### src/rtl/move_stack.sv
`default_nettype none
// ============================================================================
//  Module   : move_stack
//  Purpose  : Path-recording move stack for the maze solver, with reverse-move
//             output for backtracking and in-order replay of the stored path.
//  Revision : 1.0 - initial release
// ============================================================================

module move_stack #(
   parameter int DEPTH  = 256,
   parameter int ADDR_W = 8
) (
   input  logic              clk,
   input  logic              rst,
   input  logic              push_i,
   input  logic              pop_i,
   input  logic [1:0]        dir_in_i,
   output logic [1:0]        top_o,
   output logic [1:0]        back_dir_o,
   output logic [ADDR_W:0]   count_o,
   output logic              empty_o,
   output logic              full_o,
   output logic              ovf_o,
   output logic              unf_o,
   input  logic              replay_start_i,
   input  logic              replay_next_i,
   output logic [1:0]        replay_dir_o,
   output logic              replay_valid_o,
   output logic              replay_done_o,
   output logic              busy_o
);

   typedef enum logic [1:0] {
      ST_IDLE   = 2'd0,
      ST_REPLAY = 2'd1,
      ST_DONE   = 2'd2
   } state_t;

   localparam logic [ADDR_W:0] c_full_cnt = (ADDR_W+1)'(DEPTH);

   state_t              state_q, state_d;
   logic [ADDR_W:0]     sp_q, sp_d;
   logic [ADDR_W-1:0]   rd_ptr_q, rd_ptr_d;
   logic                ovf_q, ovf_d;
   logic                unf_q, unf_d;
   logic [1:0]          mem_q [DEPTH];

   logic                w_idle;
   logic                w_empty;
   logic                w_full;
   logic [ADDR_W:0]     w_sp_m1;
   logic [ADDR_W-1:0]   w_top_idx;
   logic [1:0]          w_top_entry;
   logic [1:0]          w_rd_entry;
   logic                w_wr_en;
   logic [ADDR_W-1:0]   w_wr_addr;

   assign w_idle      = (state_q == ST_IDLE);
   assign w_empty     = (sp_q == '0);
   assign w_full      = (sp_q == c_full_cnt);
   assign w_sp_m1     = sp_q - 1'b1;
   assign w_top_idx   = w_sp_m1[ADDR_W-1:0];
   assign w_top_entry = mem_q[w_top_idx];
   assign w_rd_entry  = mem_q[rd_ptr_q];

   assign top_o       = w_empty ? 2'b00 : w_top_entry;
   assign back_dir_o  = w_empty ? 2'b00 : ~w_top_entry;
   assign count_o     = sp_q;
   assign empty_o     = w_empty;
   assign full_o      = w_full;
   assign ovf_o       = ovf_q;
   assign unf_o       = unf_q;

   // Stack pointer and error flags; stack operations are frozen while busy.
   always_comb begin
      sp_d      = sp_q;
      ovf_d     = ovf_q;
      unf_d     = unf_q;
      w_wr_en   = 1'b0;
      w_wr_addr = sp_q[ADDR_W-1:0];
      if (w_idle) begin
         if (push_i && pop_i && !w_empty) begin
            w_wr_en   = 1'b1;
            w_wr_addr = w_top_idx;
         end else if (push_i) begin
            if (w_full) begin
               ovf_d = 1'b1;
            end else begin
               w_wr_en   = 1'b1;
               w_wr_addr = sp_q[ADDR_W-1:0];
               sp_d      = sp_q + 1'b1;
            end
         end else if (pop_i) begin
            if (w_empty) begin
               unf_d = 1'b1;
            end else begin
               sp_d = w_sp_m1;
            end
         end
      end
   end

   always_ff @(posedge clk) begin
      if (w_wr_en) begin
         mem_q[w_wr_addr] <= dir_in_i;
      end
   end

   always_ff @(posedge clk or posedge rst) begin
      if (rst) begin
         state_q  <= ST_IDLE;
         sp_q     <= '0;
         rd_ptr_q <= '0;
         ovf_q    <= 1'b0;
         unf_q    <= 1'b0;
      end else begin
         state_q  <= state_d;
         sp_q     <= sp_d;
         rd_ptr_q <= rd_ptr_d;
         ovf_q    <= ovf_d;
         unf_q    <= unf_d;
      end
   end

   // Replay walks the array bottom-up; the last accept is at rd_ptr == sp-1.
   always_comb begin
      state_d        = state_q;
      rd_ptr_d       = rd_ptr_q;
      replay_valid_o = 1'b0;
      replay_dir_o   = 2'b00;
      replay_done_o  = 1'b0;
      busy_o         = 1'b0;
      case (state_q)
         ST_IDLE: begin
            if (replay_start_i) begin
               if (!w_empty) begin
                  state_d  = ST_REPLAY;
                  rd_ptr_d = '0;
               end else begin
                  state_d = ST_DONE;
               end
            end
         end
         ST_REPLAY: begin
            busy_o         = 1'b1;
            replay_valid_o = 1'b1;
            replay_dir_o   = w_rd_entry;
            if (replay_next_i) begin
               if ({1'b0, rd_ptr_q} == w_sp_m1) begin
                  state_d = ST_DONE;
               end else begin
                  rd_ptr_d = rd_ptr_q + 1'b1;
               end
            end
         end
         ST_DONE: begin
            busy_o        = 1'b1;
            replay_done_o = 1'b1;
            state_d       = ST_IDLE;
         end
         default: begin
            state_d = ST_IDLE;
         end
      endcase
   end

endmodule

`default_nettype wire

### config.mk
export PLATFORM = sky130hd
export DESIGN_NAME = move_stack
export DESIGN_NICKNAME = d
export VERILOG_FILES = /design/src/rtl/move_stack.sv
export SDC_FILE = /design/constraint.sdc
export NUM_CORES = 1
export LEC_CHECK = 0
export BUFFER_PORTS_ARGS = -buffer_cell sky130_fd_sc_hd__buf_2
export CORE_MARGIN = 2
export CORE_UTILIZATION = 64
export DETAILED_ROUTE_END_ITERATION = 12
export GPL_TIMING_DRIVEN = 1
export PLACE_DENSITY = 0.85
export REMOVE_ABC_BUFFERS = 1
export SLEW_MARGIN = 20
export SYNTH_ARGS = -nofsm -noshare
export SYNTH_HDL_FRONTEND = slang
export SYNTH_SLANG_ARGS = --single-unit
### constraint.sdc
create_clock -name clk -period 6 [get_ports clk]
set_input_delay 0.9 -clock clk [delete_from_list [all_inputs] [get_ports clk]]
set_output_delay 0.9 -clock clk [all_outputs]
set_load 0.01 [all_outputs]
==> impl_metrics.xml <==
<?xml version="1.0" encoding="UTF-8"?>
<metrics>
  <group name="outcome">
    <metric name="outcome" unit="">completed</metric>
  </group>
  <group name="synthesis">
    <metric name="post-synth-top-area-cell" unit="">sky130_fd_sc_hd__edfxtp_1</metric>
    <metric name="synth-seq-area-share" unit="%">58.4</metric>
    <metric name="synth.lib_cells_used.distinct" unit="">76</metric>
    <metric name="yosys_register_bits" unit="">533</metric>
    <metric name="netlist_area" unit="um2">27200</metric>
    <metric name="most_used_flip_flop_cell_after_synthesis" unit="">sky130_fd_sc_hd__edfxtp_1</metric>
    <metric name="synthDominantCellAreaShare" unit="%">56.5</metric>
    <metric name="post_synth_main_area_contributors" unit="">sky130_fd_sc_hd__edfxtp_1 (56%), sky130_fd_sc_hd__mux4_2 (24%), sky130_fd_sc_hd__nor2_1 (4.3%)</metric>
    <metric name="postSynth.asyncResetShare" unit="%">3.94</metric>
    <metric name="yosys_warnings" unit="">0</metric>
    <metric name="synth_edf_count" unit="">512</metric>
    <metric name="synthesis.area_per_instance" unit="um2">16.0</metric>
    <metric name="post_synthesis_instance_total" unit="">1706</metric>
  </group>
  <group name="worst_setup_path">
    <metric name="end_kind" unit="">output pin</metric>
    <metric name="critical_path_type" unit="">reg -&gt; out</metric>
    <metric name="timing.critical_path.fanout_max" unit="">31</metric>
    <metric name="ff2ff_setup_slack" unit="ps">1250</metric>
    <metric name="cp_data_arrival_time" unit="ps">4800</metric>
    <metric name="startpoint_type" unit="">register</metric>
    <metric name="cp.required" unit="ps">5100</metric>
  </group>
  <group name="floorplanning">
    <metric name="die_width" unit="um">210</metric>
    <metric name="die_height" unit="um">210</metric>
    <metric name="io-pin-count" unit="">30</metric>
    <metric name="die-area" unit="um2">44200</metric>
    <metric name="core-area" unit="um2">41900</metric>
    <metric name="initial_utilization" unit="%">64.9</metric>
    <metric name="fp-row-count" unit="">75</metric>
  </group>
  <group name="drt">
    <metric name="drcViolationCount" unit="">0</metric>
    <metric name="antenna_violating_nets_post_route" unit="">0</metric>
    <metric name="route.detailed.wl_per_inst" unit="um">34.1</metric>
    <metric name="drt_first_pass_iters" unit="">7</metric>
    <metric name="dr.first_iter.drc_count" unit="">3319</metric>
    <metric name="overall_routed_net_length" unit="um">77800</metric>
    <metric name="vias" unit="">17840</metric>
    <metric name="drt-vias-per-instance" unit="">7.83</metric>
  </group>
  <group name="power">
    <metric name="cell_internal_pwr" unit="W">0.00904</metric>
    <metric name="power.switching" unit="W">0.00567</metric>
    <metric name="p_leak" unit="nW">8.97</metric>
    <metric name="total_power" unit="W">0.0147</metric>
    <metric name="p_clk_share" unit="%">22.5</metric>
    <metric name="combinationalPowerShare" unit="%">47.4</metric>
    <metric name="peakVddDrop" unit="V">0.000522</metric>
    <metric name="pwr-share-seq" unit="%">30.2</metric>
    <metric name="swShare" unit="%">38.5</metric>
    <metric name="power-per-cell-area" unit="nW/um2">499</metric>
  </group>
  <group name="cts">
    <metric name="clk_root_buffer_cell" unit="">sky130_fd_sc_hd__clkbuf_16</metric>
    <metric name="postCtsSetupBuffers" unit="">0</metric>
    <metric name="cts_buffers" unit="">54</metric>
    <metric name="cts_hold_buf" unit="">0</metric>
    <metric name="cts_tree" unit="">done</metric>
    <metric name="cts.path.max_buffers" unit="">3</metric>
    <metric name="clock_sinks" unit="">533</metric>
    <metric name="clk-insertion-delay-late" unit="ps">620</metric>
    <metric name="cts.reportedPaths.clkPinSlew" unit="ps">60</metric>
    <metric name="post_cts.resized_instances" unit="">0</metric>
    <metric name="cts-htree-levels" unit="">2</metric>
  </group>
  <group name="global_route">
    <metric name="grt.overflow.total" unit="">0</metric>
    <metric name="grt_antenna_before_repair" unit="">1</metric>
    <metric name="grt_usage" unit="%">36.2</metric>
    <metric name="grt_pass1_wl" unit="um">116000</metric>
    <metric name="first_global_vias" unit="">17735</metric>
    <metric name="grt_start_max_net_pins" unit="">149</metric>
  </group>
  <group name="timing">
    <metric name="layout_worst_path_cycle_share" unit="%">95.1</metric>
    <metric name="report.final.setup_viol" unit="">0</metric>
    <metric name="maxClockFrequency" unit="MHz">175</metric>
    <metric name="worst_clock_skew" unit="ps">14.4</metric>
    <metric name="rsz0062_at_grt" unit="">no</metric>
    <metric name="final_number_of_hold_violating_endpoints" unit="">0</metric>
    <metric name="layout_min_cycle_time" unit="ps">5700</metric>
    <metric name="tightest_slew" unit="ps">1250</metric>
    <metric name="slew_headroom" unit="%">16.8</metric>
    <metric name="slew_viol_final" unit="">0</metric>
  </group>
  <group name="placed_design">
    <metric name="placement.io_buffers" unit="">29</metric>
    <metric name="dp_hpwl" unit="um">48900</metric>
    <metric name="globalplace.congestion" unit="">0.992</metric>
  </group>
  <group name="layout">
    <metric name="most_common_cell_after_layout_fill_and_taps_aside" unit="">sky130_fd_sc_hd__edfxtp_1</metric>
    <metric name="post_route_cells_drive_above_1_share" unit="%">27.5</metric>
    <metric name="final_core_utilization" unit="%">70.4</metric>
    <metric name="commonest_cells_after_routing_fill_and_taps_aside" unit="">sky130_fd_sc_hd__edfxtp_1 (512), sky130_fd_sc_hd__nor2_1 (312), sky130_fd_sc_hd__mux4_2 (290)</metric>
    <metric name="layout.nets" unit="">1712</metric>
    <metric name="antenna_cells_inserted" unit="">0</metric>
    <metric name="final.fill_count" unit="">2519</metric>
    <metric name="flow.area_growth_from_synthesis" unit="%">8.37</metric>
  </group>
  <group name="hold_path">
    <metric name="hp-class" unit="">in -&gt; async</metric>
  </group>
  <group name="run">
    <metric name="maxCapViolCount" unit="">0</metric>
  </group>
</metrics>
[area by class of cell]
cell class                      count  area, um2  area share [%]
Clock buffer                       68       1430            4.83
Clock inverter                     29        277           0.937
Inverter                           16       60.1           0.203
Multi-Input combinational cell   1017      10600            35.8
Sequential cell                   533      15900            53.9
Tap cell                          539        674            2.29
Timing Repair Buffer               76        586            1.98
[worst max-delay path, stage by stage, from the launching register on]
cell and delay (ps):
sky130_fd_sc_hd__dfrtp_1 690, sky130_fd_sc_hd__inv_1 240, sky130_fd_sc_hd__ha_4 720, sky130_fd_sc_hd__buf_4 330, sky130_fd_sc_hd__mux4_2 350, sky130_fd_sc_hd__mux2i_1 360
sky130_fd_sc_hd__o22ai_1 130, sky130_fd_sc_hd__nor4_1 750, sky130_fd_sc_hd__a2111o_1 290, sky130_fd_sc_hd__and3b_1 170, sky130_fd_sc_hd__buf_2 120
[Yosys cell counts, types with 4 or more instances]
library cell,number
sky130_fd_sc_hd__a2111oi_0,6
sky130_fd_sc_hd__o21ai_0,16
sky130_fd_sc_hd__mux4_2,290
sky130_fd_sc_hd__o41ai_1,4
sky130_fd_sc_hd__ha_1,6
sky130_fd_sc_hd__edfxtp_1,512
sky130_fd_sc_hd__a31oi_1,5
sky130_fd_sc_hd__nor4_1,7
sky130_fd_sc_hd__nor2b_1,4
sky130_fd_sc_hd__buf_1,12
sky130_fd_sc_hd__o31ai_1,5
sky130_fd_sc_hd__a22oi_1,10
sky130_fd_sc_hd__a21oi_1,24
sky130_fd_sc_hd__mux2i_1,32
sky130_fd_sc_hd__dfrtp_1,21
sky130_fd_sc_hd__nand2_1,83
sky130_fd_sc_hd__nor3_1,22
sky130_fd_sc_hd__nor2_1,312
sky130_fd_sc_hd__and3_1,6
sky130_fd_sc_hd__or3_4,6
sky130_fd_sc_hd__buf_6,11
sky130_fd_sc_hd__and2_1,5
sky130_fd_sc_hd__or2_2,4
sky130_fd_sc_hd__a211oi_1,5
sky130_fd_sc_hd__nand2b_1,13
sky130_fd_sc_hd__o21ai_1,5
sky130_fd_sc_hd__xnor2_1,21
sky130_fd_sc_hd__nand3_1,20
sky130_fd_sc_hd__buf_2,57
sky130_fd_sc_hd__inv_1,15
sky130_fd_sc_hd__a32oi_1,4
sky130_fd_sc_hd__or2_1,11
sky130_fd_sc_hd__o2111ai_1,6
sky130_fd_sc_hd__o22ai_1,18
sky130_fd_sc_hd__clkbuf_1,44
sky130_fd_sc_hd__or3_1,13
sky130_fd_sc_hd__buf_4,16
[flip-flops by register name (all words and copies together) (netlist names)]
| register | count |
|---|---|
| mem_q | 512 |
| unf_o | 1 |
| ovf_o | 1 |
| rd_ptr_q | 8 |
| count_o | 9 |
| state_q | 2 |
[power by group through the flow]
stage / Sequential, W / Clock (W) / Combinational (W)
after global routing: 0.00446 / 0.00346 / 0.00713
after CTS: 0.00443 / 0.00332 / 0.00673
after floorplan: 0.00476 / 0 / 0.00476
after global placement: 0.00450 / 0 / 0.00658
final: 0.00444 / 0.00331 / 0.00697
after detailed placement: 0.00451 / 0 / 0.00667
[path summary, 6_finish.rpt]
check,end,start,depth (start not counted)
max in group asynchronous,count_o[0],rst,2
hold / removal,count_o[8],rst,2
setup reg to reg,mem_q[213][1],count_o[2],7
hold reg to reg,ovf_o,ovf_o,1
min in group clk,ovf_o,ovf_o,1
setup / recovery,back_dir_o[1],count_o[1],10
[logic make-up (layout without fill, tap and decap cells)]
kind of cell / after synthesis / count (layout) / synth area share (%)
simple gates: 522 / 522 / 8.47
flops: 533 / 533 / 58.4
compound gates: 141 / 141 / 3.87
mux: 323 / 323 / 25.2
fa+ha+maj: 6 / 6 / 0.276
buf+inv: 156 / 189 / 2.94
xor+xnor: 25 / 25 / 0.859
[routing by layer]
| layer | wire length, um | up-vias | GRT usage, % |
|---|---|---|---|
| met5 | 10 | - | 0 |
| met4 | 5320 | 2 | 20.2 |
| met1 | 25400 | 8894 | 47.1 |
| li1 | - | 6858 | - |
| met2 | 35700 | 1699 | 55.2 |
| met3 | 11400 | 387 | 11.4 |
[per-stage QoR]
stage / std cells / setup TNS, ps / hold WS [ps] / area, um2 / setup slack, ps
floorplan: 1566 / -2657260 / 503 / 26500 / -6310
global placement: 2181 / 0 / 450 / 27800 / 1220
detailed placement: 2181 / 0 / 459 / 27800 / 1210
CTS: 2278 / 0 / 483 / 29500 / 453
global route: 2278 / 0 / 506 / 29500 / 221
finish: 2278 / 0 / 478 / 29500 / 295
Note: power is estimated with default switching activity, not from simulation.
